<file path="config.mk">
export PLATFORM = sky130hd
export DESIGN_NAME = decoder24_pulse
export DESIGN_NICKNAME = d
export VERILOG_FILES = /design/src/rtl/decoder24_pulse.sv
export SDC_FILE = /design/constraint.sdc
export NUM_CORES = 1
export LEC_CHECK = 0
export BUFFER_PORTS_ARGS = -buffer_cell sky130_fd_sc_hd__buf_2
export CORE_UTILIZATION = 40
export CTS_CLUSTER_SIZE = 14
export DETAILED_ROUTE_END_ITERATION = 10
export SYNTH_ARGS = -nofsm -noshare
export SYNTH_HDL_FRONTEND = slang
export SYNTH_SLANG_ARGS = --single-unit
export TNS_END_PERCENT = 50
</file>
<file path="constraint.sdc">
create_clock -name clk -period 2.56 [get_ports clk]
set_input_delay 0.512 -clock clk [delete_from_list [all_inputs] [get_ports clk]]
set_output_delay 0.512 -clock clk [all_outputs]
set_load 0.05 [all_outputs]
</file>
<file path="src/rtl/decoder24_pulse.sv">
// Registered 2-to-4 one-hot decoder that holds each code for HOLD_CYC cycles, then a GAP_CYC gap.
// Optional one-entry code buffer for back-to-back sequences: define SKID_BUF_EN.
module decoder24_pulse #(
  parameter int unsigned HOLD_CYC = 4,
  parameter int unsigned GAP_CYC  = 1,
  parameter int unsigned CNT_W    = 8
) (
  input  logic       clk,
  input  logic       rst_n,
  input  logic [1:0] y,
  input  logic       in_valid,
  output logic       in_ready,
  output logic [3:0] a,
  output logic       busy,
  output logic       done
);

  typedef enum logic [1:0] {StIdle, StHold, StGap} state_e;

  localparam logic [CNT_W-1:0] HoldLd = CNT_W'(HOLD_CYC - 1);
  localparam logic [CNT_W-1:0] GapLd  = (GAP_CYC > 0) ? CNT_W'(GAP_CYC - 1) : '0;
  localparam bit               HasGap = (GAP_CYC > 0);

  state_e           state_q, state_d;
  logic [CNT_W-1:0] cnt_q, cnt_d;
  logic [3:0]       a_q, a_d;
  logic             accept, seq_end;

  function automatic logic [3:0] onehot(input logic [1:0] c);
    return 4'b0001 << c;
  endfunction

`ifdef SKID_BUF_EN
  logic       buf_full_q, buf_full_d;
  logic [1:0] buf_code_q, buf_code_d;
  assign in_ready = !buf_full_q;
`else
  assign in_ready = (state_q == StIdle);
`endif

  assign accept  = in_valid && in_ready;
  assign busy    = (state_q != StIdle);
  // Last cycle of the sequence: final GAP cycle, or final HOLD cycle when there is no gap.
  assign seq_end = (cnt_q == '0) &&
                   ((state_q == StGap) || ((state_q == StHold) && !HasGap));
  assign done    = seq_end;
  assign a       = a_q;

  always_comb begin
    state_d = state_q;
    cnt_d   = cnt_q;
    a_d     = a_q;
`ifdef SKID_BUF_EN
    buf_full_d = buf_full_q;
    buf_code_d = buf_code_q;
`endif
    case (state_q)
      StIdle: begin
        if (accept) begin
          state_d = StHold;
          cnt_d   = HoldLd;
          a_d     = onehot(y);
        end
      end
      StHold: begin
        if (cnt_q != '0) begin
          cnt_d = cnt_q - CNT_W'(1);
        end else if (HasGap) begin
          state_d = StGap;
          cnt_d   = GapLd;
          a_d     = '0;
        end
      end
      StGap: begin
        if (cnt_q != '0) begin
          cnt_d = cnt_q - CNT_W'(1);
        end
      end
      default: state_d = StIdle;
    endcase

    if (seq_end) begin
      state_d = StIdle;
      cnt_d   = '0;
      a_d     = '0;
`ifdef SKID_BUF_EN
      if (buf_full_q) begin
        state_d    = StHold;
        cnt_d      = HoldLd;
        a_d        = onehot(buf_code_q);
        buf_full_d = 1'b0;
      end else if (accept) begin
        // Bypass: buffer empty, new code goes straight into the next hold.
        state_d = StHold;
        cnt_d   = HoldLd;
        a_d     = onehot(y);
      end
`endif
    end

`ifdef SKID_BUF_EN
    if (accept && busy && !seq_end) begin
      buf_full_d = 1'b1;
      buf_code_d = y;
    end
`endif
  end

  always_ff @(posedge clk or negedge rst_n) begin
    if (!rst_n) begin
      state_q <= StIdle;
      cnt_q   <= '0;
      a_q     <= '0;
    end else begin
      state_q <= state_d;
      cnt_q   <= cnt_d;
      a_q     <= a_d;
    end
  end

`ifdef SKID_BUF_EN
  always_ff @(posedge clk or negedge rst_n) begin
    if (!rst_n) begin
      buf_full_q <= 1'b0;
      buf_code_q <= '0;
    end else begin
      buf_full_q <= buf_full_d;
      buf_code_q <= buf_code_d;
    end
  end
`endif

endmodule

</file>
==> metrics.txt <==
setup bufs post-CTS=0; yosys warns=0; syn nets=95; total track usage=0.159; Vias/cell=5.01; vias after detailed routing=631; Crit path largest cell delay=570 ps; CTS Buffer Depth=2; synthesized instance count=83; Worst Skew=4.76 ps; Synth-to-Final Area Change=14.6%; DPL Wire Length=1.26 mm; critical path type=reg2out; CTS root buffer=clkbuf_4; delay-heaviest family, CP=simple AND/OR/NAND/NOR gates; H-tree depth=1; Slew HR=0.743; Pre-antenna DRT Iters=2; Die ar.=2390 um2; Leak=0.474 nW; commonest non-fill, non-tap cells in the layout=dfrtp_1 (14), buf_2 (11), nor2_1 (10); Max rail drop VDD=0.000822 V; Worst-path clk slew=90 ps; Design Power=1.40 mW; hold slack final=119 ps; Placed Cells=122; worst-path cell with the longest stage delay=or4_4; max_cap viols=0; Post-CTS Hold Buffers=0; commonest non-fill, non-tap cell in the layout=dfrtp_1; synthesized flop and latch total=14; final setup fails=0; CP Launch Type=flip-flop; core area=2020 um2; post-synth top area share=0.398; TritonCTS clock tree=done; largest net degree at the start of global routing=15; Worst EP arrival=1810 ps; layout cells sized above 1=0.283; Synth area leader=dfrtp_1; minimum clock period=2320 ps; Avg Cell Area, Syn=10.6 um2; WL final=1.63 mm; pwr dens=1390 nW/um2; Peak Freq=0.431 GHz; Worst Path Max Fanout=3; post-CTS resize count=0; Iter 0 DRT Violations=7; Max Transition Viols Final=0; Critical Path Sink Type=output port; post-route ant nets=0; setup TNS=0 ps; vias in the first global route=678; gr ovfl total=0; die width=48.9 um; CP cell instances=or4_4 -> nor4_4 -> buf_2; routed len/inst=12.9 um; Worst Tran Pin Value=383 ps; main area contributors after synthesis=dfrtp_1 (40%), ha_1 (9.9%), mux2_2 (5.1%); routability cong.=0.736; worst path bufs/invs=1; Mapped Area=881 um2; Remaining DRCs=0; required time of the critical path=2050 ps; initial core utilization=0.436; unrepaired setup endpoints after global routing=false; Fin. Hold Viols=0; post-synthesis sequential area ratio=0.398; fillers=210; Die H=48.9 um; status=finished clean; HP Class=in2async; unique cell type count in the Yosys netlist=30; # nets final=112; CTS buffer count=3; Sink Count=14; final cell count without fillers=126; FP Rows=16; initial antenna violation count=0; first-pass GRT wire length=2.90 mm; antenna cells=0; # IOs=12; crit share post-route=0.906; input/output buffers=11; Worst-Skew Late Latency=270 ps
synth_stat cells:
cell type	number
xor2_1	4
a21boi_0	1
mux2_2	4
nor4_1	1
or4_4	1
nor2b_1	1
or3_1	2
nand4_1	1
a21bo_2	1
nor4_4	1
nand2_1	5
o311ai_0	2
nand2b_1	2
mux2i_1	1
inv_1	6
a2bb2oi_1	1
nor4bb_1	1
nor3b_1	2
a21oi_1	2
nand3_1	2
nor2_1	10
buf_6	1
ha_1	7
nor3_1	2
dfrtp_1	14
or2_2	2
o32ai_4	1
nor4b_1	2
a31oi_2	1
xnor2_1	2
cell type report:
| cell class | count | area [um2] | share of cell area |
|---|---|---|---|
| inverter | 6 | 22.5 | 0.0223 |
| clock buffer | 4 | 36.3 | 0.0359 |
| timing repair buffer | 13 | 70.1 | 0.0694 |
| multi-input combinational | 62 | 497 | 0.492 |
| tap | 27 | 33.8 | 0.0335 |
| sequential | 14 | 350 | 0.347 |
through the flow:
step           worst slack, ps   util  area [um2]
4_1_cts                    221  0.499        1010
3_3_place_gp               443  0.481         973
5_1_grt                    138  0.499        1010
6_report                   241  0.499        1010
2_1_floorplan              260      -         881
3_5_place_dp               424  0.481         973
where the power goes:
| group | internal, mW | leakage (nW) | switching [mW] | total [mW] |
|---|---|---|---|---|
| combinational | 0.327 | 0.269 | 0.549 | 0.876 |
| sequential | 0.302 | 0.183 | 0.0626 | 0.365 |
| clock | 0.0863 | 0.0210 | 0.0730 | 0.159 |
| total | 0.716 | 0.474 | 0.685 | 1.40 |
sequential cells by signal, summed over array words and instances (netlist names):
name     count
a            4
cnt_q        8
state_q      2
kinds of logic after synthesis:
kind of cell             share of synthesized area
AO/OA/AOI/OAI                                0.107
buffers and inverters                       0.0383
AND/OR/NAND/NOR                              0.236
multiplexers                                0.0625
flip-flops                                   0.398
adder cells (fa/ha/maj)                     0.0994
XOR/XNOR                                    0.0597
routing by layer:
layer	up-vias	global-route usage	routed length [um]
met4	0	0.0441	15
met3	2	0.0374	47
met5	-	0	0
li1	322	-	-
met2	9	0.264	745
met1	298	0.207	818
worst paths after layout:
| check | end | slack, ps | cells after the start | start |
|---|---|---|---|---|
| max in group asynchronous | a[0] | 2190 | 1 | rst_n |
| min | cnt_q[1] | 120 | 1 | rst_n |
| min in group clk | a[1] | 520 | 1 | a[1] |
| max reg2reg | a[3] | 410 | 4 | cnt_q[5] |
| max | done | 240 | 3 | cnt_q[5] |
| min reg2reg | a[1] | 520 | 1 | a[1] |
Power figures use the tool's default switching activity.
